File: src/rtl/uart_pkg.sv
// Shared definitions for the parametrised UART transmitter: FSM encoding and line levels.
package uart_pkg;

    localparam logic [2:0] ST_IDLE   = 3'd0;
    localparam logic [2:0] ST_START  = 3'd1;
    localparam logic [2:0] ST_DATA   = 3'd2;
    localparam logic [2:0] ST_PARITY = 3'd3;
    localparam logic [2:0] ST_STOP   = 3'd4;

    typedef enum logic [2:0] {
        S_IDLE   = ST_IDLE,
        S_START  = ST_START,
        S_DATA   = ST_DATA,
        S_PARITY = ST_PARITY,
        S_STOP   = ST_STOP
    } state_t;

    localparam logic IDLE_LEVEL  = 1'b1;
    localparam logic START_LEVEL = 1'b0;

endpackage

File: src/rtl/uart_bit_timer.sv
// Prescale counter: bit_tick_o marks the last clock of each PRESCALE-long bit period.
module uart_bit_timer #(
    parameter int PRESCALE = 1
) (
    input  logic CLK,
    input  logic RST,
    input  logic clear_i,
    output logic bit_tick_o
);

    localparam int CW = (PRESCALE > 1) ? $clog2(PRESCALE) : 1;
    localparam logic [CW-1:0] LAST = CW'(PRESCALE - 1);

    logic [CW-1:0] cnt_q, cnt_d;

    assign bit_tick_o = (cnt_q == LAST);

    // clear_i restarts the period so every state begins on a fresh bit boundary
    always_comb begin
        cnt_d = cnt_q + 1'b1;
        if (clear_i || bit_tick_o) begin
            cnt_d = '0;
        end
    end

    always_ff @(posedge CLK) begin
        if (!RST) begin
            cnt_q <= '0;
        end else begin
            cnt_q <= cnt_d;
        end
    end

endmodule

File: src/rtl/uart_tx_param.sv
// Parametrised UART transmitter: start, DATA_WIDTH data bits LSB first, optional parity,
// STOP_BITS stop bits, each held PRESCALE clocks. Handshake: a word is accepted on a rising
// edge where data_valid=1 and busy=0; data_valid is ignored while busy=1.
module uart_tx_param
    import uart_pkg::*;
#(
    parameter int DATA_WIDTH = 8,
    parameter int PRESCALE   = 1,
    parameter int STOP_BITS  = 1
) (
    input  logic                  CLK,
    input  logic                  RST,
    input  logic [DATA_WIDTH-1:0] Parallel_data,
    input  logic                  data_valid,
    input  logic                  parity_EN,
    input  logic                  parity_type,
    output logic                  TX_OUT,
    output logic                  busy,
    output logic                  frame_done,
    output state_t                state_dbg_o
);

    localparam int IW = $clog2(DATA_WIDTH);
    localparam logic [IW-1:0] LAST_IDX  = IW'(DATA_WIDTH - 1);
    localparam logic          LAST_STOP = 1'(STOP_BITS - 1);

    state_t                  state_q, state_d;
    logic [IW-1:0]           idx_q, idx_d;
    logic                    stop_q, stop_d;
    logic                    tx_q, tx_d;
    logic [DATA_WIDTH-1:0]   data_q;
    logic                    pen_q;
    logic                    par_q;
    logic                    accept;
    logic                    bit_tick;
    logic                    timer_clear;

    assign accept      = (state_q == S_IDLE) && data_valid;
    assign timer_clear = (state_d != state_q) || (state_q == S_IDLE);
    assign busy        = (state_q != S_IDLE);
    assign TX_OUT      = tx_q;
    assign state_dbg_o = state_q;

    uart_bit_timer #(.PRESCALE(PRESCALE)) u_bit_timer (
        .CLK        (CLK),
        .RST        (RST),
        .clear_i    (timer_clear),
        .bit_tick_o (bit_tick)
    );

    always_comb begin
        state_d    = state_q;
        idx_d      = idx_q;
        stop_d     = stop_q;
        frame_done = 1'b0;
        case (state_q)
            S_IDLE: begin
                if (accept) begin
                    state_d = S_START;
                end
            end
            S_START: begin
                if (bit_tick) begin
                    state_d = S_DATA;
                    idx_d   = '0;
                end
            end
            S_DATA: begin
                if (bit_tick) begin
                    if (idx_q == LAST_IDX) begin
                        state_d = pen_q ? S_PARITY : S_STOP;
                        idx_d   = '0;
                        stop_d  = 1'b0;
                    end else begin
                        idx_d = idx_q + 1'b1;
                    end
                end
            end
            S_PARITY: begin
                if (bit_tick) begin
                    state_d = S_STOP;
                    stop_d  = 1'b0;
                end
            end
            S_STOP: begin
                if (bit_tick) begin
                    if (stop_q == LAST_STOP) begin
                        state_d    = S_IDLE;
                        frame_done = 1'b1;
                    end else begin
                        stop_d = stop_q + 1'b1;
                    end
                end
            end
            default: state_d = S_IDLE;
        endcase
    end

    // The line level is derived from the next state so TX_OUT changes together with the FSM
    always_comb begin
        tx_d = IDLE_LEVEL;
        case (state_d)
            S_START:  tx_d = START_LEVEL;
            S_DATA:   tx_d = data_q[idx_d];
            S_PARITY: tx_d = par_q;
            default:  tx_d = IDLE_LEVEL;
        endcase
    end

    always_ff @(posedge CLK) begin
        if (!RST) begin
            state_q <= S_IDLE;
            idx_q   <= '0;
            stop_q  <= 1'b0;
            tx_q    <= IDLE_LEVEL;
            data_q  <= '0;
            pen_q   <= 1'b0;
            par_q   <= 1'b0;
        end else begin
            state_q <= state_d;
            idx_q   <= idx_d;
            stop_q  <= stop_d;
            tx_q    <= tx_d;
            if (accept) begin
                data_q <= Parallel_data;
                pen_q  <= parity_EN;
                par_q  <= (^Parallel_data) ^ parity_type;
            end
        end
    end

endmodule

File: config.mk
export PLATFORM = sky130hd
export DESIGN_NAME = uart_tx_param
export DESIGN_NICKNAME = d
export VERILOG_FILES = /design/src/rtl/uart_pkg.sv /design/src/rtl/uart_bit_timer.sv /design/src/rtl/uart_tx_param.sv
export SDC_FILE = /design/constraint.sdc
export NUM_CORES = 1
export LEC_CHECK = 0
export CAP_MARGIN = 20
export CORE_MARGIN = 1.5
export CORE_UTILIZATION = 45
export DETAILED_ROUTE_END_ITERATION = 12
export MAX_ROUTING_LAYER = met4
export PLACE_DENSITY = 0.74
export SLEW_MARGIN = 20
export SYNTH_ARGS = -nofsm -noshare
export SYNTH_HDL_FRONTEND = slang
export SYNTH_SLANG_ARGS = --single-unit
File: constraint.sdc
create_clock -name CLK -period 2.55 [get_ports CLK]
set_input_delay 0.51 -clock CLK [delete_from_list [all_inputs] [get_ports CLK]]
set_output_delay 0.51 -clock CLK [all_outputs]
set_load 0.1 [all_outputs]
# --- Word-level counts from Yosys, hierarchy flattened ---
# Index checks and enable logic that the tools add are counted.
word_totals:
  romBits: 0
  mem_bits_rw: 0
  register_bits: 19
  latch_bits: 0
  word_cells: 62
  n_memories: 0
op_classes:
  bitwise: 3
  n_div: 0
  reduce_logical: 9
  shifts: 0
  eq_ne: 13
  mux: 25
  n_addsub: 3
  n_lt_le_gt_ge: 1
  n_mul: 0
ops:
  columns: ["op", "count"]
  rows:
  - ["two-way mux 3 bit", 11]
  - ["one-hot mux 3 bit (5 select lines)", 1]
  - ["== test 3 x 2 -> 1 bit, second input constant", 4]
  - ["two-way mux 1 bit", 9]
  - ["!= test 2 bit, second input constant", 4]
  - ["parity 8 bit", 1]
  - ["== test 3 x 1 -> 1 bit, second input constant", 2]
  - ["== test 3 bit, second input constant", 2]
  - ["one-hot mux 1 bit (3 select lines)", 2]
  - ["one-hot mux 3 bit (2 select lines)", 1]
  - ["nonzero test 3 bit", 2]
  - ["AND reduction 5 bit", 1]
  - ["< comparator 3 x 4 -> 1 bit, second input constant", 1]
  - ["adder 3 x 1 -> 3 bit, second input constant", 1]
  - ["binary-select mux 1 bit (select 3 bit)", 1]
  - ["logical NOT 3 bit", 1]
  - ["!= test 3 bit", 1]
  - ["adder 1 bit, second input constant", 2]
  - ["logical OR 1 bit", 2]
  - ["NOT 1 bit", 2]
  - ["OR reduction 2 bit", 1]
  - ["logical AND 1 bit", 1]
  - ["bitwise XOR 1 bit", 1]

# --- Logic depth before layout (Yosys ltp) ---
# Gate-level depths: netlist of the first run.
logic_depth:
  depth_word: 8
  depth_mapped: 8
  depth_no_buf: 8

# --- Cells and area by module ---
# A second synthesis of the first run with hierarchy kept.
unflattened:
  hier_cells: 128
  area_unflattened_um2: 1069.8
by_module_without_submodules:
  columns: ["module", "area_per_inst_um2", "cells_per_inst", "instances"]
  rows:
  - ["uart_tx_param", 1042.2, 125, 1]
  - ["uart_bit_timer", 27.5, 3, 1]

# --- Least setup slack after synthesis of the first run ---
# Ideal clock, no wire load.
synth_path:
  path_type: "flip-flop to output port"
  start: "register state_q[2] (netlist: state_dbg_o[2])"
  end: "output frame_done"
  arrival_ps: 4230
  setup_slack_ps: -2190
  required_time_ps: 2040
  stages_incl_launch_ff: 2
  path_buffers: 0
  path_cell_list: "dfxtp_1 -> nor4b_1"
synth_via:
  elab_chain_cells: 2
synth_lines:
  columns: ["item", "line", "rtl"]
  rows:
  - ["start, declared", "uart_tx_param.sv:27", "state_t state_q, state_d;"]
  - ["start signal, assigned", "uart_tx_param.sv:120", "state_q <= state_d;"]
  - ["== test 3 bit", "uart_tx_param.sv:56", "case (state_q)"]
  - ["two-way mux 1 bit", "uart_tx_param.sv:56", null]
  - ["end, declared", "uart_tx_param.sv:19", "output logic frame_done,"]
# No other way between the ends.

# --- Worst setup path after layout of the first run ---
layout_path:
  start: "register idx_q[0]"
  end: "register tx_q (netlist: TX_OUT)"
layout_via:
  elab_chain_cells: 7
  elab_cells_between_ends: 15
  classes_between: "1 x add/sub; 4 x eq/ne; 10 x mux"
layout_lines:
  columns: ["item", "line", "rtl"]
  rows:
  - ["start, declared", "uart_tx_param.sv:28", "logic [IW-1:0] idx_q, idx_d;"]
  - ["start signal, assigned", "uart_tx_param.sv:121", "idx_q <= idx_d;"]
  - ["adder 3 x 1 -> 3 bit / == test 3 bit (equally long branches)", "uart_tx_param.sv:75, uart_tx_param.sv:70", null]
  - ["two-way mux 3 bit", "uart_tx_param.sv:70", "if (idx_q == LAST_IDX) begin"]
  - ["two-way mux 3 bit", "uart_tx_param.sv:69", "if (bit_tick) begin"]
  - ["one-hot mux 3 bit (2 select lines)", "uart_tx_param.sv:56", null]
  - ["binary-select mux 1 bit (select 3 bit)", "uart_tx_param.sv:104", "S_DATA: tx_d = data_q[idx_d];"]
  - ["two-way mux 1 bit (implied by the code)", "uart_tx_param.sv:104", null]
  - ["one-hot mux 1 bit (3 select lines) *", "uart_tx_param.sv:102", "case (state_d)"]
  - ["end signal, assigned", "uart_tx_param.sv:123", "tx_q <= tx_d;"]
  - ["end, declared", "uart_tx_param.sv:30", "logic tx_q, tx_d;"]
# Every way passes the cells marked *; elsewhere a longest branch is shown, timed or not. The select of a mux whose other input is x is not followed.
# A chain may end at the register's enable or synchronous reset.

==> results of run 1 <==
cells in the mapped netlist (all sizes together):
cell / n / area, sq um
nand4: 2 / 12.51
nand2: 24 / 90.09
conb: 1 / 3.750
a311oi: 1 / 15.01
o2bb2ai: 2 / 23.77
a21oi: 12 / 60.06
nand3b: 1 / 7.510
a22oi: 3 / 27.52
mux4: 2 / 45.04
o21ai: 3 / 15.01
and3: 1 / 6.260
and2b: 1 / 7.510
clkbuf: 1 / 3.750
xor2: 2 / 17.52
nor3: 3 / 20.02
ha: 3 / 37.54
nor2: 4 / 15.01
nor3b: 1 / 12.51
nor4b: 1 / 8.760
nand3: 2 / 10.01
a21o: 1 / 7.510
and2: 6 / 38.79
dfxtp: 18 / 360.4
a211oi: 1 / 7.510
buf: 3 / 20.01
inv: 5 / 18.76
xnor2: 6 / 52.55
o32ai: 1 / 8.760
routing by layer:
layer  up-vias  wire, microns  share of wire (%)  track usage, %
met2        25            876                 48           29.68
met5         -              0                  0               -
met3         4             96                5.2           3.681
met4         0             17               0.92           5.714
li1        422              -                  -               -
met1       373            853                 46           20.08
stage by stage:
stage | cells | util [%] | worst slack, ns | total power, mW
after floorplan | 111 | - | 0.1830 | 0.4645
after global placement | 152 | 57.89 | 0.5199 | 0.5092
after detailed placement | 152 | 57.89 | 0.4795 | 0.5128
after CTS | 156 | 59.72 | 0.4474 | 0.6903
after global routing | 156 | 59.72 | 0.3159 | 0.7245
final | 156 | 59.72 | 0.4438 | 0.6831
registers in the layout, summed over array words and instances, names as in the netlist:
| register | count |
|---|---|
| TX_OUT | 1 |
| data_q | 8 |
| idx_q | 3 |
| par_q | 1 |
| pen_q | 1 |
| state_dbg_o | 3 |
| u_bit_timer.cnt_q | 1 |
cells by family after synthesis:
family,count (synthesis),synth area share [%]
flip-flops,18,37.80
adder cells (fa/ha/maj),3,3.937
XOR/XNOR,8,7.349
other,1,0.3933
AO/OA/AOI/OAI,24,17.32
AND/OR/NAND/NOR,46,24.02
buffers and inverters,9,4.460
multiplexers,2,4.724
layout make-up:
type / count / area (sq um) / share of cell area, %
inverters: 5 / 18.77 / 1.586
clock buffers: 4 / 36.28 / 3.066
multi-input cells: 84 / 565.5 / 47.78
repair buffers: 18 / 165.2 / 13.95
well taps: 27 / 33.78 / 2.854
flip-flops and latches: 18 / 364.1 / 30.76
critical path, delay by kind of cell (launching register included):
family / cells / cell delay, ns
multiplexers: 1 / 0.53
adder cells (fa/ha/maj): 2 / 0.46
flip-flops: 1 / 0.37
AND/OR/NAND/NOR: 3 / 0.33
AO/OA/AOI/OAI: 2 / 0.31
power by group through the flow:
| stage | Combinational (mW) | Clock, mW | Sequential [mW] |
|---|---|---|---|
| 4_1_cts | 0.185 | 0.184 | 0.322 |
| 5_1_grt | 0.199 | 0.200 | 0.325 |
| 3_5_place_dp | 0.184 | 0 | 0.328 |
| 6_report | 0.183 | 0.178 | 0.322 |
| 2_1_floorplan | 0.112 | 0 | 0.353 |
| 3_3_place_gp | 0.182 | 0 | 0.328 |
path summary, 6_finish.rpt:
check / endpoint / slack [ns]
worst max-delay path: TX_OUT / 0.44
worst min-delay path: data_q[6] / 0.46
worst max register to register: TX_OUT / 0.44
worst min register to register: data_q[6] / 0.46
cell usage in the layout, fill, tap and decap left out:
cell type        count
ha_1                 3
inv_2                1
a22oi_2              1
dfxtp_2              3
a21o_1               1
clkdlybuf4s50_1     12
and2_2               1
a21oi_1             12
nand3_1              2
nand4_1              2
and2_1               5
mux4_2               2
clkbuf_4             3
buf_4                6
a311oi_2             1
o2bb2ai_1            1
o2bb2ai_2            1
a211oi_1             1
nor4b_4              1
o21ai_1              1
nor3_1               2
o21ai_0              2
nor2_1               4
xnor2_1              6
a22oi_1              2
nor3_2               1
xor2_1               2
and2b_1              1
dfxtp_1             15
o32ai_1              1
nor3b_2              1
and3_1               1
inv_1                4
nand3b_1             1
clkbuf_8             1
conb_1               1
nand2_1             24
==> impl_metrics.yaml, run 1 <==
routing:
  vias: 824
  wl_microns: 1843
  post_drt_via_cell_ratio: 5.282
  initialDrtViolationCount: 28
  dr.pass1.iters: 4
  post-route-drc-count: 0
  wl_per_cell_microns: 11.81
  ant_nets: 0
power_and_ir_drop:
  netSwitchingPower_mw: 0.2259
  peakVddDrop_mv: 0.2859
  power_density_nw_per_um2: 577.1
  switching_share_pct: 33.07
  internal-power_mw: 0.4572
  total_leakage_power_nw: 0.4581
  combPwrFrac_pct: 26.8
  clockPowerShare_pct: 26.1
  seqPwrFrac_pct: 47.1
timing:
  post-route-period-util_pct: 82.60
  max_freq_ghz: 0.4748
  tightest_slew_ns: 0.5472
  period_needed_ns: 2.106
  slew_headroom_pct: 63.30
  rsz0062_at_grt: "false"
  fin_skew_ns: 0.006629
  drv_slew: 0
  setup_tns_ns: 0
  setup_violations: 0
  hold_slack_ns: 0.4626
  hold_viol: 0
clocking:
  cts_tree: "built"
  cts_htree_levels: 1
  cts.sinks: 18
  cts_made_buffers: 3
  path_clk_slew_ns: 0.11
  cts_resized: 0
  cts_root_buf: "clkbuf_4"
  clockBufferDepth: 2
  clk_latency_ns: 0.29
  cts_setup_buffers: 0
  hold_buffers: 0
floorplan:
  core-area_sq_um: 1982
  dieArea_sq_um: 2404
  die_h_microns: 49.03
  row_count: 16
  num_io_pins: 19
  die_x_microns: 49.03
  initial_utilization_pct: 48.11
grt:
  grt_max_degree: 15
  grt_pass1_wl_microns: 3098
  globalRouteOverflowTotal: 0
  antenna_found_initial: 0
  grt_usage_pct: 17.29
  grt_pass1_vias: 735
cells_and_area:
  nets: 146
  nFillCells: 172
  area_growth_pct: 24.15
  drive_above_1_share_pct: 17.83
  final_cell_area_sq_um: 1184
  diodes: 0
setup_path:
  r2r_cells: 8
  worstPathRequired_ns: 2.73
  crit_fanout: 4
  critPathSlowestCell: "mux4_2"
  cpMostUsedCell: "ha_1"
  end_kind: "register"
  path_cells: "ha_1, ha_1, nor2_1, a22oi_2, o2bb2ai_2, mux4_2, nand3_1, nand4_1"
  max_stage_delay_ns: 0.53
  crit_arrival_ns: 2.29
  startpoint: "idx_q[0]"
  r2r_start: "idx_q[0]"
  criticalPathCategory: "reg2reg"
  start_kind: "register"
synth:
  syn-instance-count: 111
  synth.ff_latch_count: 18
  synth-seq-area-share_pct: 37.80
  synth_fp_nets: 127
  avgSynthCellArea_sq_um: 8.589
  synth_area_sq_um: 953.4
  ys_warn_count: 0
  ys_types: 35
worst_hold_path:
  hp-start: "data_q[6]"
  hold_path_class: "reg2reg"
  min_path_cells: 2
place:
  portBuffers: 18
  place_area_sq_um: 1147
  place_congestion: 0.9095
  place_hpwl_microns: 1413
flow_run:
  maxCapViolCount: 0
outcome:
  status: "finished clean"
Note: power is estimated with default switching activity, not from simulation.
==> inputs of run 2 (changes only) <==
Settings changed: PLACE_DENSITY 0.74 to 0.77.
Clock period 2.55 ns to 1.71 ns, I/O delays scaled along.
==> run 2 against run 1 <==
Against the previous run:
- the run now ends with negative setup slack left
- cell count increased by 9.0%
- critical endpoint unchanged
- clock power increased by 24%
- wire length increased by 21%
- sequential cell count unchanged
- combinational power increased by 100%
- sequential power increased by 46%
- first-iteration DRC count decreased by 18%
- clock skew about the same
- register-to-register slack got worse by 0.52 ns
- clock-buffer cell count decreased by 1
- critical path depth unchanged
==> impl_metrics.yaml, run 2 (synthesized netlist as in run 1, its figures left out) <==
timing:
  slew_headroom_pct: 58.49
  setup_violations: 2
  post-route-period-util_pct: 104.7
  hold_viol: 0
  rsz0062_at_grt: "true"
  drv_slew: 0
  max_freq_ghz: 0.5585
  setup_tns_ns: -0.1429
  hold_slack_ns: 0.4581
  period_needed_ns: 1.790
  finalWorstSetupSlack_ns: -0.08047
  tightest_slew_ns: 0.6208
  fin_skew_ns: 0.006979
setup_path:
  r2r_cells: 8
  worstPathRequired_ns: 1.90
  crit_fanout: 3
  path_cells: "ha_4, ha_4, nor2_4, a22oi_2, o2bb2ai_4, mux4_2, nand3_2, nand4_1"
  reg2reg_to: "TX_OUT"
  max_stage_delay_ns: 0.52
  end_kind: "register"
  start_kind: "register"
  crit_arrival_ns: 1.98
  cpMostUsedCell: "ha_4"
  r2r_start: "idx_q[0]"
  criticalPathCategory: "reg2reg"
  r2r_slack_ns: -0.08
  critPathSlowestCell: "mux4_2"
worst_hold_path:
  hold_path_class: "reg2reg"
  hp-start: "par_q"
  min_path_cells: 2
  min_to: "par_q"
power_and_ir_drop:
  switching_share_pct: 34.25
  total_power_mw: 1.064
  total_leakage_power_nw: 0.5517
  peakVddDrop_mv: 0.5606
  internal-power_mw: 0.6997
  seqPwrFrac_pct: 44.1
  power_density_nw_per_um2: 735.1
  netSwitchingPower_mw: 0.3644
  clockPowerShare_pct: 20.8
  combPwrFrac_pct: 35.1
grt:
  grt_pass1_wl_microns: 3643
  globalRouteOverflowTotal: 0
  grt_usage_pct: 20.66
  antenna_found_initial: 0
  grt_pass1_vias: 898
  grt_max_degree: 11
routing:
  vias: 920
  wl_microns: 2229
  dr.pass1.iters: 5
  initialDrtViolationCount: 23
  post-route-drc-count: 0
  post_drt_via_cell_ratio: 5.412
  ant_nets: 0
  wl_per_cell_microns: 13.11
clocking:
  clk_latency_ns: 0.30
  cts_tree: "built"
  cts_made_buffers: 3
  clockBufferDepth: 2
  path_clk_slew_ns: 0.11
  cts_root_buf: "clkbuf_4"
  cts.sinks: 18
  hold_buffers: 0
  cts_htree_levels: 1
cells_and_area:
  top_register: "data_q"
  final_cell_area_sq_um: 1448
  mostFrequentLayoutCells: "nand2_1 (24), dfxtp_1 (12), a21oi_1 (12), clkdlybuf4s50_1 (12), buf_4 (11)"
  largest_register_ff_count: 8
  area_growth_pct: 51.84
  nets: 160
  layout_commonest_cell: "nand2_1"
  drive_above_1_share_pct: 31.47
  diodes: 0
  fin_util_pct: 73.04
floorplan:
  die_h_microns: 49.03
  dieArea_sq_um: 2404
  initial_utilization_pct: 48.11
  row_count: 16
  die_x_microns: 49.03
  core-area_sq_um: 1982
  num_io_pins: 19
flow_run:
  maxCapViolCount: 0
place:
  place_congestion: 0.9062
  place_area_sq_um: 1359
  place_hpwl_microns: 1743
  portBuffers: 18
outcome:
  status: "complete, but fails checks"
  violations: "negative setup slack"
run 2: what timing repair did:
item | in CTS | in global routing
resized for setup | 4 | 7
setup buffers | 0 | 1
pin swaps | 3 | 2
endpoints found under the setup margin | 3 | 4
endpoints found under the hold margin | 0 | 0
run 2: how the worst max path moves through the flow:
stage	startpoint	end	cells after the start	slack, ns
detailed placement	idx_q[1]	TX_OUT	8	-0.16
global placement	idx_q[0]	TX_OUT	8	-0.10
finish	idx_q[0]	TX_OUT	8	-0.08
floorplan	state_dbg_o[0]	frame_done	2	-0.35
global route	idx_q[0]	TX_OUT	8	-0.16
CTS	idx_q[0]	TX_OUT	8	-0.11
run 2: cell type report:
type,count,area (sq um)
timing repair buffer,32,356.6
sequential,18,377.9
clock buffer,3,22.52
tap,27,33.78
inverter,5,18.77
fill,142,534.3
multi-input combinational,84,634.4
clock inverter,1,3.754
run 2: metal layers:
layer	vias up	GRT usage, %	part of all wire [%]
met5	-	-	0
met4	0	13.81	3.5
met3	10	5.215	6.0
met2	40	34.93	53
met1	423	21.08	37
li1	447	-	-
run 2: power by group through the flow:
stage | Sequential, mW | Combinational (mW) | Clock (mW)
after floorplan | 0.524 | 0.170 | 0
after global placement | 0.477 | 0.345 | 0
after detailed placement | 0.478 | 0.353 | 0
after CTS | 0.468 | 0.360 | 0.226
after global routing | 0.473 | 0.397 | 0.254
final | 0.469 | 0.374 | 0.221
run 2: stage by stage:
step	instances	setup slack (ns)
5_1_grt	170	-0.1630
4_1_cts	169	-0.1145
3_5_place_dp	165	-0.1590
2_1_floorplan	111	-0.3532
3_3_place_gp	165	-0.1002
6_report	170	-0.08047
run 2: critical path: cells and delay by family (launching register included):
| kind | cells | cell delay [ns] |
|---|---|---|
| simple gates | 3 | 0.25 |
| flops | 1 | 0.36 |
| fa+ha+maj | 2 | 0.32 |
| compound gates | 2 | 0.24 |
| mux | 1 | 0.52 |
==> inputs of run 3 (changes only) <==
Settings changed: CELL_PAD_IN_SITES_DETAIL_PLACEMENT from default to 0, CELL_PAD_IN_SITES_GLOBAL_PLACEMENT from default to 1, CORE_ASPECT_RATIO from default to 0.5, CORE_UTILIZATION 45 to 33, GPL_ROUTABILITY_DRIVEN from default to 0, PLACE_DENSITY 0.77 to 0.76.
==> run 3 against run 2 <==
Against the previous run:
- the flow still finishes with violations (negative setup slack)
- global-route usage down 5.8 points
- clock power rose by 56%
- wire length shrank 6.8%
- first-iteration DRC count grew 48%
- sequential share of layout area shrank 0.93 points
- worst hold slack got worse by 0.00085 ns
- cell count increased by 8.2%
- combinational power hardly changed
- critical path depth unchanged
- non-clock buffer count rose by 4
==> impl_metrics.yaml, run 3 (synthesized netlist as in run 1, its figures left out) <==
cells_and_area:
  diodes: 0
  nFillCells: 258
  nets: 164
  top_register: "data_q"
  largest_register_ff_count: 8
  multi_input_area_sq_um: 620.6
  drive_above_1_share_pct: 32.65
  final_cell_area_sq_um: 1491
  seqCellArea_sq_um: 375.4
  mostFrequentLayoutCells: "nand2_1 (24), buf_4 (18), dfxtp_1 (14)"
  area_growth_pct: 56.43
  fin_util_pct: 55.91
  layout_commonest_cell: "nand2_1"
outcome:
  violations: "negative setup slack"
  status: "complete, but fails checks"
clocking:
  cts_setup_buffers: 0
  hold_buffers: 0
  clk_latency_ns: 0.25
  cts_root_buf: "clkbuf_8"
  path_clk_slew_ns: 0.07
  cts_tree: "built"
  cts.sinks: 18
  cts_htree_levels: 1
  clockBufferDepth: 2
  cts_made_buffers: 3
power_and_ir_drop:
  seqPwrFrac_pct: 39.4
  combPwrFrac_pct: 31.4
  netSwitchingPower_mw: 0.3620
  internal-power_mw: 0.8186
  peakVddDrop_mv: 0.3556
  power_density_nw_per_um2: 791.5
  total_leakage_power_nw: 0.5808
  clockPowerShare_pct: 29.2
  switching_share_pct: 30.66
  total_power_mw: 1.181
routing:
  initialDrtViolationCount: 34
  post-route-drc-count: 0
  wl_per_cell_microns: 11.29
  vias: 851
  dr.pass1.iters: 4
  wl_microns: 2078
  post_drt_via_cell_ratio: 4.625
  ant_nets: 0
floorplan:
  num_io_pins: 19
  die_h_microns: 41.01
  dieArea_sq_um: 3240
  core-area_sq_um: 2668
  die_x_microns: 79.02
  initial_utilization_pct: 35.74
  row_count: 13
timing:
  period_needed_ns: 1.824
  hold_viol: 0
  setup_violations: 1
  fin_skew_ns: 0.001551
  drv_slew: 0
  finalWorstSetupSlack_ns: -0.1137
  post-route-period-util_pct: 106.7
  setup_tns_ns: -0.1137
  rsz0062_at_grt: "true"
  max_freq_ghz: 0.5483
setup_path:
  path_cells: "ha_4, ha_4, nor2_4, a22oi_2, o2bb2ai_4, mux4_2, nand3_2, nand4_1"
  max_stage_delay_ns: 0.52
  crit_fanout: 3
  worstPathRequired_ns: 1.84
  crit_arrival_ns: 1.96
  criticalPathCategory: "reg2reg"
  end_kind: "register"
  start_kind: "register"
  cpMostUsedCell: "ha_4"
  critPathSlowestCell: "mux4_2"
grt:
  grt_pass1_wl_microns: 3339
  grt_usage_pct: 14.83
  antenna_found_initial: 0
  globalRouteOverflowTotal: 0
  grt_max_degree: 11
  grt_pass1_vias: 754
place:
  place_area_sq_um: 1409
  portBuffers: 18
  place_hpwl_microns: 1636
worst_hold_path:
  hold_path_class: "reg2reg"
flow_run:
  maxCapViolCount: 0
run 3: changes by cell type in the layout (fill, tap and decap cells not counted), moves of 2 or more:
cell	delta
dfxtp_1	+2
dfxtp_2	-2
buf_6	-3
buf_4	+7
clkbuf_8	+4
clkbuf_4	-3
run 3: final timing paths:
check / start / to / slack (ns) / cells past startpoint
hold / removal: data_q[1] / data_q[1] / 0.46 / 2
setup / recovery: idx_q[0] / TX_OUT / -0.11 / 8
setup reg to reg: idx_q[0] / TX_OUT / -0.11 / 8
hold reg to reg: data_q[1] / data_q[1] / 0.46 / 2
run 3: per-stage QoR:
step	std cells	hold slack, ns	setup WS, ns
after floorplan	111	0.4321	-0.3532
after global placement	180	0.4463	-0.1228
after detailed placement	180	0.4473	-0.1535
after CTS	184	0.4569	-0.1086
after global routing	184	0.4705	-0.2100
final	184	0.4572	-0.1137
run 3: power by group through the flow:
| stage | Combinational, mW | Sequential (mW) | Clock (mW) |
|---|---|---|---|
| 2_1_floorplan | 0.170 | 0.524 | 0 |
| 3_3_place_gp | 0.363 | 0.474 | 0 |
| 3_5_place_dp | 0.364 | 0.474 | 0 |
| 4_1_cts | 0.369 | 0.464 | 0.360 |
| 5_1_grt | 0.395 | 0.468 | 0.379 |
| 6_report | 0.371 | 0.465 | 0.345 |
run 3: routing by layer:
metal | vias up | global-route usage (%) | routed length, microns
li1 | 455 | - | -
met1 | 379 | 17.72 | 1051
met2 | 17 | 24.57 | 954
met3 | 0 | 4.667 | 72
met4 | 0 | 5.263 | 0
met5 | - | - | 0
run 3: critical path: cells and delay by family (launching register included):
kind                     cells  cell delay [ns]
AO/OA/AOI/OAI                2             0.27
adder cells (fa/ha/maj)      2             0.32
flip-flops                   1             0.35
multiplexers                 1             0.52
AND/OR/NAND/NOR              3             0.23
run 3: final cells by class:
class / count / share of cell area [%]
clock buffers: 4 / 3.691
multi-input cells: 84 / 41.61
well taps: 37 / 3.104
inverters: 5 / 1.258
repair buffers: 36 / 25.17
flip-flops and latches: 18 / 25.17
run 3: timing repair:
item                                    CTS  global route
endpoints found under the setup margin    1             2
pin swaps                                 0             2
resized for setup                         1             3
